**config.mk**
```make
export PLATFORM = sky130hd
export DESIGN_NAME = huffman_dec_param_flat
export DESIGN_NICKNAME = d
export VERILOG_FILES = /design/src/rtl/huffman_dec_param_if.sv /design/src/rtl/huffman_dec_param.sv /design/src/flat_wrapper.sv
export SDC_FILE = /design/constraint.sdc
export NUM_CORES = 1
export LEC_CHECK = 0
export ABC_AREA = 0
export CORE_MARGIN = 2
export CORE_UTILIZATION = 53
export DETAILED_ROUTE_END_ITERATION = 6
export MAX_ROUTING_LAYER = met4
export PLACE_DENSITY = 0.7
export SLEW_MARGIN = 20
export SYNTH_ARGS = -nofsm -noshare
export SYNTH_HDL_FRONTEND = slang
export SYNTH_SLANG_ARGS = --single-unit
export TNS_END_PERCENT = 5
```
**constraint.sdc**
```tcl
create_clock -name clk -period 9.1 [get_ports clk]
set_clock_uncertainty 0.05 [all_clocks]
set_input_delay 1.82 -clock clk [delete_from_list [all_inputs] [get_ports clk]]
set_output_delay 1.82 -clock clk [all_outputs]
set_load 0.01 [all_outputs]
```
**src/rtl/huffman_dec_param_if.sv**
```systemverilog
// Bus bundle for huffman_dec_param: table configuration, coded-word input,
// decoded-symbol output, sticky error flags and debug taps.
// Handshakes: an input word transfers on a clock edge where en_in=1 and
// d_req=1 (en_in without d_req is dropped). A symbol is presented with
// en_out=1 and stays stable until the edge where out_rdy=1 takes it.
interface huffman_dec_param_if #(
  parameter int W     = 8,
  parameter int SW    = 8,
  parameter int LMAX  = 8,
  parameter int DEPTH = 16
);
  localparam int LW   = $clog2(LMAX + 1);
  localparam int CNTW = $clog2(2 * W + 1);

  logic             start;
  logic             d_req;
  logic [W-1:0]     d_in;
  logic             en_in;
  logic [SW-1:0]    cfg_sym;
  logic [LMAX-1:0]  cfg_code;
  logic [LW-1:0]    cfg_len;
  logic             cfg_esc;
  logic             cfg_en;
  logic             cfg_new;
  logic [SW-1:0]    d_out;
  logic             en_out;
  logic             out_rdy;
  logic             cfg_err;
  logic             dec_err;
  // Debug taps: FSM state (0=IDLE 1=RUN 2=ERR), buffer fill, entry valid mask.
  logic [1:0]       dbg_state;
  logic [CNTW-1:0]  dbg_count;
  logic [DEPTH-1:0] dbg_valid;

  modport master (
    output start, d_in, en_in, cfg_sym, cfg_code, cfg_len, cfg_esc, cfg_en,
           cfg_new, out_rdy,
    input  d_req, d_out, en_out, cfg_err, dec_err, dbg_state, dbg_count,
           dbg_valid
  );

  modport slave (
    input  start, d_in, en_in, cfg_sym, cfg_code, cfg_len, cfg_esc, cfg_en,
           cfg_new, out_rdy,
    output d_req, d_out, en_out, cfg_err, dec_err, dbg_state, dbg_count,
           dbg_valid
  );
endinterface

```
**src/rtl/huffman_dec_param.sv**
```systemverilog
// Table-driven Huffman decoder. A DEPTH-entry code table is loaded in IDLE;
// in RUN, coded words fill a 2W-bit MSB-aligned bit buffer and one symbol per
// cycle is decoded by comparing the buffer head against every valid entry.
// Optional escape codes (macro HUFF_ESC_EN): an esc entry consumes its code,
// then the next SW raw bits are emitted as the symbol.
module huffman_dec_param #(
  parameter int W     = 8,
  parameter int SW    = 8,
  parameter int LMAX  = 8,
  parameter int DEPTH = 16
) (
  input logic                clk,
  input logic                rst,
  huffman_dec_param_if.slave bus
);
  localparam int BW   = 2 * W;
  localparam int CNTW = $clog2(2 * W + 1);
  localparam int LW   = $clog2(LMAX + 1);
  localparam int PW   = $clog2(DEPTH + 1);
  localparam int IW   = (DEPTH > 1) ? $clog2(DEPTH) : 1;
  localparam logic [LMAX-1:0] ONES = '1;

  typedef enum logic [1:0] {S_IDLE = 2'd0, S_RUN = 2'd1, S_ERR = 2'd2} state_t;

  state_t           state_q;
  logic [BW-1:0]    buf_q;
  logic [CNTW-1:0]  cnt_q;
  logic [DEPTH-1:0] valid_q;
  logic [LW-1:0]    len_q  [DEPTH];
  logic [LMAX-1:0]  code_q [DEPTH];
  logic [SW-1:0]    sym_q  [DEPTH];
  logic [PW-1:0]    ptr_q;
  logic [SW-1:0]    d_out_q;
  logic             en_out_q;
  logic             cfg_err_q;
  logic             dec_err_q;
`ifdef HUFF_ESC_EN
  logic [DEPTH-1:0] esc_q;
  logic             esc_pend_q;
`else
  logic             unused_cfg_esc;
  assign unused_cfg_esc = bus.cfg_esc;
`endif

  // Parallel table match against the buffer head; lowest index wins.
  logic [LMAX-1:0] top_bits;
  logic            hit;
  logic [LW-1:0]   hit_len;
  logic [SW-1:0]   hit_sym;
  logic            hit_esc;
  always_comb begin
    top_bits = buf_q[BW-1 -: LMAX];
    hit      = 1'b0;
    hit_len  = '0;
    hit_sym  = '0;
    hit_esc  = 1'b0;
    for (int i = DEPTH - 1; i >= 0; i--) begin
      if (valid_q[i] && (int'(len_q[i]) <= int'(cnt_q)) &&
          ((top_bits >> (LMAX - int'(len_q[i]))) ==
           (code_q[i] & ~(ONES << len_q[i])))) begin
        hit     = 1'b1;
        hit_len = len_q[i];
        hit_sym = sym_q[i];
`ifdef HUFF_ESC_EN
        hit_esc = esc_q[i];
`endif
      end
    end
  end

  // Decode/consume/append decisions and next buffer contents.
  logic            run;
  logic            out_free;
  logic            d_req;
  logic            app;
  logic            fire_sym;
  logic            fire_esc;
  logic            fire_raw;
  logic            no_match_err;
  logic [CNTW-1:0] consume;
  logic [CNTW-1:0] fill;
  logic [CNTW-1:0] app_sh;
  logic [BW-1:0]   buf_d;
  logic [CNTW-1:0] cnt_d;
  logic            emit;
  logic [SW-1:0]   emit_val;
  always_comb begin
    run      = (state_q == S_RUN);
    out_free = !en_out_q || bus.out_rdy;
    d_req    = run && (cnt_q <= CNTW'(W));
    app      = bus.en_in && d_req;
`ifdef HUFF_ESC_EN
    fire_raw     = run && esc_pend_q && (cnt_q >= CNTW'(SW)) && out_free;
    fire_esc     = run && !esc_pend_q && hit && hit_esc;
    fire_sym     = run && !esc_pend_q && hit && !hit_esc && out_free;
    no_match_err = run && !esc_pend_q && !hit && (cnt_q >= CNTW'(LMAX));
`else
    fire_raw     = 1'b0;
    fire_esc     = 1'b0;
    fire_sym     = run && hit && out_free;
    no_match_err = run && !hit && (cnt_q >= CNTW'(LMAX));
    // Escape flag carries no meaning without the escape feature.
    if (hit_esc) fire_esc = 1'b0;
`endif
    consume = '0;
    if (fire_sym || fire_esc) consume = CNTW'(hit_len);
    else if (fire_raw)        consume = CNTW'(SW);
    fill   = cnt_q - consume;
    app_sh = CNTW'(W) - fill;
    buf_d  = buf_q << consume;
    cnt_d  = fill;
    if (app) begin
      buf_d = buf_d | (BW'(bus.d_in) << app_sh);
      cnt_d = fill + CNTW'(W);
    end
    emit     = fire_sym || fire_raw;
    emit_val = fire_raw ? buf_q[BW-1 -: SW] : hit_sym;
  end

  // Control FSM, table writes, bit buffer and output register.
  always_ff @(posedge clk) begin
    if (rst || bus.cfg_new) begin
      state_q   <= S_IDLE;
      buf_q     <= '0;
      cnt_q     <= '0;
      valid_q   <= '0;
      ptr_q     <= '0;
      en_out_q  <= 1'b0;
      cfg_err_q <= 1'b0;
      dec_err_q <= 1'b0;
`ifdef HUFF_ESC_EN
      esc_pend_q <= 1'b0;
`endif
      if (rst) begin
        d_out_q <= '0;
        for (int i = 0; i < DEPTH; i++) begin
          len_q[i]  <= '0;
          code_q[i] <= '0;
          sym_q[i]  <= '0;
`ifdef HUFF_ESC_EN
          esc_q[i]  <= 1'b0;
`endif
        end
      end
    end else begin
      case (state_q)
        S_IDLE: begin
          if (bus.cfg_en) begin
            if ((bus.cfg_len == '0) || (int'(bus.cfg_len) > LMAX) ||
                (ptr_q == PW'(DEPTH))) begin
              cfg_err_q <= 1'b1;
            end else begin
              valid_q[ptr_q[IW-1:0]] <= 1'b1;
              len_q[ptr_q[IW-1:0]]   <= bus.cfg_len;
              code_q[ptr_q[IW-1:0]]  <= bus.cfg_code;
              sym_q[ptr_q[IW-1:0]]   <= bus.cfg_sym;
`ifdef HUFF_ESC_EN
              esc_q[ptr_q[IW-1:0]]   <= bus.cfg_esc;
`endif
              ptr_q <= ptr_q + 1'b1;
            end
          end
          if (bus.start) state_q <= S_RUN;
        end
        S_RUN: begin
          buf_q <= buf_d;
          cnt_q <= cnt_d;
`ifdef HUFF_ESC_EN
          if (fire_esc)      esc_pend_q <= 1'b1;
          else if (fire_raw) esc_pend_q <= 1'b0;
`endif
          if (no_match_err) begin
            dec_err_q <= 1'b1;
            state_q   <= S_ERR;
          end
        end
        default: begin
          state_q <= S_ERR;
        end
      endcase
      if (emit) begin
        d_out_q  <= emit_val;
        en_out_q <= 1'b1;
      end else if (bus.out_rdy) begin
        en_out_q <= 1'b0;
      end
    end
  end

  assign bus.d_req     = d_req;
  assign bus.d_out     = d_out_q;
  assign bus.en_out    = en_out_q;
  assign bus.cfg_err   = cfg_err_q;
  assign bus.dec_err   = dec_err_q;
  assign bus.dbg_state = state_q;
  assign bus.dbg_count = cnt_q;
  assign bus.dbg_valid = valid_q;
endmodule

```
**src/flat_wrapper.sv**
```systemverilog
// flat-port wrapper written by rule: the top's interface ports become plain ports
module huffman_dec_param_flat 
#(
  parameter int W     = 8,
  parameter int SW    = 8,
  parameter int LMAX  = 8,
  parameter int DEPTH = 16
)
  (clk, rst, bus_start, bus_d_in, bus_en_in, bus_cfg_sym, bus_cfg_code, bus_cfg_len, bus_cfg_esc, bus_cfg_en, bus_cfg_new, bus_out_rdy, bus_d_req, bus_d_out, bus_en_out, bus_cfg_err, bus_dec_err, bus_dbg_state, bus_dbg_count, bus_dbg_valid);
  huffman_dec_param_if #(.W(W), .SW(SW), .LMAX(LMAX), .DEPTH(DEPTH)) bus_i ();
  input logic clk;
  input logic rst;
  input wire logic [$bits(bus_i.start)-1:0] bus_start;
  input wire logic [$bits(bus_i.d_in)-1:0] bus_d_in;
  input wire logic [$bits(bus_i.en_in)-1:0] bus_en_in;
  input wire logic [$bits(bus_i.cfg_sym)-1:0] bus_cfg_sym;
  input wire logic [$bits(bus_i.cfg_code)-1:0] bus_cfg_code;
  input wire logic [$bits(bus_i.cfg_len)-1:0] bus_cfg_len;
  input wire logic [$bits(bus_i.cfg_esc)-1:0] bus_cfg_esc;
  input wire logic [$bits(bus_i.cfg_en)-1:0] bus_cfg_en;
  input wire logic [$bits(bus_i.cfg_new)-1:0] bus_cfg_new;
  input wire logic [$bits(bus_i.out_rdy)-1:0] bus_out_rdy;
  output wire logic [$bits(bus_i.d_req)-1:0] bus_d_req;
  output wire logic [$bits(bus_i.d_out)-1:0] bus_d_out;
  output wire logic [$bits(bus_i.en_out)-1:0] bus_en_out;
  output wire logic [$bits(bus_i.cfg_err)-1:0] bus_cfg_err;
  output wire logic [$bits(bus_i.dec_err)-1:0] bus_dec_err;
  output wire logic [$bits(bus_i.dbg_state)-1:0] bus_dbg_state;
  output wire logic [$bits(bus_i.dbg_count)-1:0] bus_dbg_count;
  output wire logic [$bits(bus_i.dbg_valid)-1:0] bus_dbg_valid;
  assign bus_i.start = bus_start;
  assign bus_i.d_in = bus_d_in;
  assign bus_i.en_in = bus_en_in;
  assign bus_i.cfg_sym = bus_cfg_sym;
  assign bus_i.cfg_code = bus_cfg_code;
  assign bus_i.cfg_len = bus_cfg_len;
  assign bus_i.cfg_esc = bus_cfg_esc;
  assign bus_i.cfg_en = bus_cfg_en;
  assign bus_i.cfg_new = bus_cfg_new;
  assign bus_i.out_rdy = bus_out_rdy;
  assign bus_d_req = bus_i.d_req;
  assign bus_d_out = bus_i.d_out;
  assign bus_en_out = bus_i.en_out;
  assign bus_cfg_err = bus_i.cfg_err;
  assign bus_dec_err = bus_i.dec_err;
  assign bus_dbg_state = bus_i.dbg_state;
  assign bus_dbg_count = bus_i.dbg_count;
  assign bus_dbg_valid = bus_i.dbg_valid;
  huffman_dec_param #(.W(W), .SW(SW), .LMAX(LMAX), .DEPTH(DEPTH)) u_core (.clk(clk), .rst(rst), .bus(bus_i));
endmodule
```
==> results of run 1 <==
where the power goes:
group | total [mW] | switching [mW] | internal [mW]
registers | 2.00 | 0.0758 | 1.92
logic | 0.534 | 0.341 | 0.193
clock network | 1.76 | 0.747 | 1.01
total | 4.29 | 1.16 | 3.13
worst max-delay path: cells and delay by family, from the launching register on:
| kind | cells | cell delay (ns) |
|---|---|---|
| multiplexers | 1 | 0.27 |
| AO/OA/AOI/OAI | 7 | 1.71 |
| AND/OR/NAND/NOR | 7 | 2.54 |
| XOR/XNOR | 2 | 0.99 |
| flip-flops | 1 | 0.87 |
| adder cells (fa/ha/maj) | 3 | 1.19 |
| buffers and inverters | 4 | 0.71 |
flip-flops by register name, indices dropped and copies added (netlist names):
name	cells
u_core.bus.dec_err	1
u_core.buf_q	16
u_core.bus.en_out	1
u_core.ptr_q	5
u_core.len_q	64
u_core.code_q	128
u_core.bus.dbg_count	5
u_core.bus.dbg_state	2
u_core.bus.cfg_err	1
u_core.bus.dbg_valid	16
u_core.bus.d_out	8
u_core.sym_q	128
cells in the final DEF (no fill, tap or decap), drive strengths merged, types with 33 or more instances in the layout:
cell           count
nand2            169
dfxtp             47
mux2i            188
clkdlybuf4s50     63
edfxtp           328
o211ai            40
o31ai             38
buf               72
inv              145
a211oi            69
nand2b            51
a21o              39
clkbuf            47
o21ai            151
mux2              36
nand3             47
nor2             174
nor4              33
nor2b             58
ha               137
and2             334
nor3              70
xnor2             35
a21oi            159
routing by layer:
| metal | GRT usage, % | wire length [µm] | part of all wire (%) |
|---|---|---|---|
| met1 | 43.7 | 39700 | 41 |
| met2 | 50.9 | 44100 | 46 |
| met3 | 4.17 | 8440 | 8.8 |
| met4 | 13.7 | 3870 | 4.0 |
| met5 | - | 0 | 0 |
worst max-delay path by stage:
stage | from | end | depth (start not counted)
after floorplan | u_core.len_q[12][0] | u_core.buf_q[13] | 33
after global placement | u_core.len_q[5][0] | u_core.buf_q[8] | 24
after detailed placement | u_core.len_q[5][0] | u_core.buf_q[8] | 24
after CTS | u_core.len_q[5][0] | u_core.buf_q[8] | 24
after global routing | u_core.len_q[1][0] | u_core.buf_q[8] | 24
final | u_core.len_q[5][0] | u_core.buf_q[8] | 24
stage by stage:
stage / cell area (µm²) / util [%] / power [mW]
6_report: 32400 / 57.8 / 4.29
3_5_place_dp: 31000 / 55.3 / 2.55
5_1_grt: 32400 / 57.7 / 4.41
4_1_cts: 32400 / 57.7 / 4.29
3_3_place_gp: 31000 / 55.3 / 2.53
2_1_floorplan: 29900 / - / 2.37
area by class of cell:
type / count / area, µm²
antenna: 4 / 10.0
timing repair buffer: 135 / 1230
fill: 4860 / 23700
inverter: 146 / 548
clock buffer: 47 / 1100
multi-input combinational: 2429 / 17500
sequential: 375 / 10800
clock inverter: 29 / 278
tap: 756 / 946
cell families after synthesis:
logic type | after synthesis | synth area share, %
AOI/OAI and AO/OA | 870 | 20.6
xor gates and xnor gates | 54 | 1.58
adders and majority gates | 138 | 5.79
buffers and inverters | 424 | 5.72
DFF | 375 | 36.1
muxes | 246 | 9.31
and+or+nand+nor | 1121 | 21.0
==> impl_results.md, run 1 <==
- Crit Path Category: reg -> reg
- Worst-case reg-to-reg path depth: 24
- Largest net degree at the start of global routing: 35
- Clk sink count: 375
- H-tree levels: 2
- Drt first pass iters: 5
- Initial DRC count: 3007
- Seq/Total Area, Yosys: 36.1%
- PortBufs: 69
- DP Cell Count: around 3.8k
- Final setup viols: 0
- Reg2reg start: u_core.len_q[5][0]
- CP endpoint kind: flip-flop
- Post-route DRC: 0
- Min-delay worst type: reg -> reg
- CTS tree: built
- Max IR drop VDD: 124 µV
- Rel. slew slack: a little over a quarter
- Share of flip-flops with an asynchronous set or reset: 0%
- Crit start category: flip-flop
- Slew Limit Fails: 0
- DP Wirelength: about 65 mm
- Detail Route Antenna Nets: 0
- Reg2reg setup slack: slightly below 0.7 ns
- Final WS setup: roughly 0.68 ns
- Hold Path Origin: u_core.bus.dec_err
- Post_cts resized: 0
- Number of synthesized register bits: roughly 380
- Worst-Skew Late Latency: 0.59 ns
- Least-Margin Pin Slew: 1.09 ns
- WHS Endpoint: u_core.bus.dec_err
- Post-CTS Setup Bufs: 0
- I/O Pins: 71
- Unrepaired setup endpoints after global routing: false
- Worst hold stages: 2
- Pwr dens: roughly 130 nW/µm²
- First-pass GRT wire length: ~150 mm
- Unique masters post-synth: ~100
- Number of CTS-inserted buffers: 42
- Critical Path AT: 8.87 ns
- Drt wl/cell: 24.5 µm
- Clk slew on worst S/H paths: 0.06 ns
- Most common flop cell mapped by yosys: edfxtp_1
- Die Area: between 50000 and 60000 µm²
- Vias/cell: 6.70
- Required time worst endpoint: 9.55 ns
- Horiz. Die Dim: around 240 µm
- P_leak: 12.4 nW
- Synth Net Count: between 3k and 4k
- # Max-Cap Violations: 0
- Synth cell count leaders: and2_1 (332), edfxtp_1 (328), clkbuf_1 (199), mux2i_1 (188), nor2_1 (174)
- CP cell instances: inv_1, ha_1, inv_1, ha_1, a211oi_1, a21oi_1, a2111oi_0, mux2i_1, nor3_2, or2_2, nor4_1, nand2_1, nand3_1, a311o_1, inv_1, fa_1, xor2_1, nand3_1, xnor2_2, inv_1, or3_1, o21ai_0, a21oi_1, a31oi_1
- Synth area leaders: edfxtp_1 (33%), and2_1 (6.9%), mux2i_1 (6.3%)
- R2r endpoint: u_core.buf_q[8]
- Vias in the first global route: 25.1k
- Post-Layout Cell Count: 3921
- Nets: around 3.3k
- Slowest stage delay, CP: approximately 0.87 ns
- Final min period: 8.42 ns
- Final period utilization: between 90% and 100%
- Area leader, netlist: edfxtp_1
- Post-Syn Area per Cell: 9.27 µm²
- Worst slack, placed: 0.562 ns
- Routed wire length: 96.1 mm
- Syn Inst Count: around 3.2k
- Vias: 26.3k
- Clk buf depth: 3
- Synth top area share: about 33%
- Crit Path Max Fanout: 19
- Setup TNS: 0 ns
- Global Route Usage Sum: 32.9%
- Initial Util: a little over half
- Clk root buf: clkbuf_16
- Yosys warns: 0
- Std cell rows: 87
- Mapped Area: 29900 µm²
- Initial antenna violation count: 2
- Total core area: around 56000 µm²
- Fmax: 119 MHz
- WHS: 0.429 ns
- Gr ovfl total: 0
- Most used cell, CP: inv_1
- Die Y-Extent: between 200 and 250 µm
- Synth-to-layout area growth: 8.21%
- Layout cells sized above 1: 8.45%
- Count leader, synth: and2_1
- RePlAce Congestion: 0.988
- Critical-path top delay cell: edfxtp_1
- Hold-fix buffers at CTS: 0
- Status: completed
- Number of flops mapped to enable cells by yosys: 328
- Hold Fails Final Rpt: 0
(Power assumes the default switching activity.)
==> inputs of run 2 (changes only) <==
--- a/config.mk
+++ b/config.mk
@@ -8,6 +8,7 @@
 export ABC_AREA = 0
 export CORE_MARGIN = 2
 export CORE_UTILIZATION = 53
+export CTS_CLUSTER_DIAMETER = 120
 export DETAILED_ROUTE_END_ITERATION = 6
 export MAX_ROUTING_LAYER = met4
 export PLACE_DENSITY = 0.7
==> results of run 2 <==
The final DEF is identical to that of run 1; final timing and power are the same.
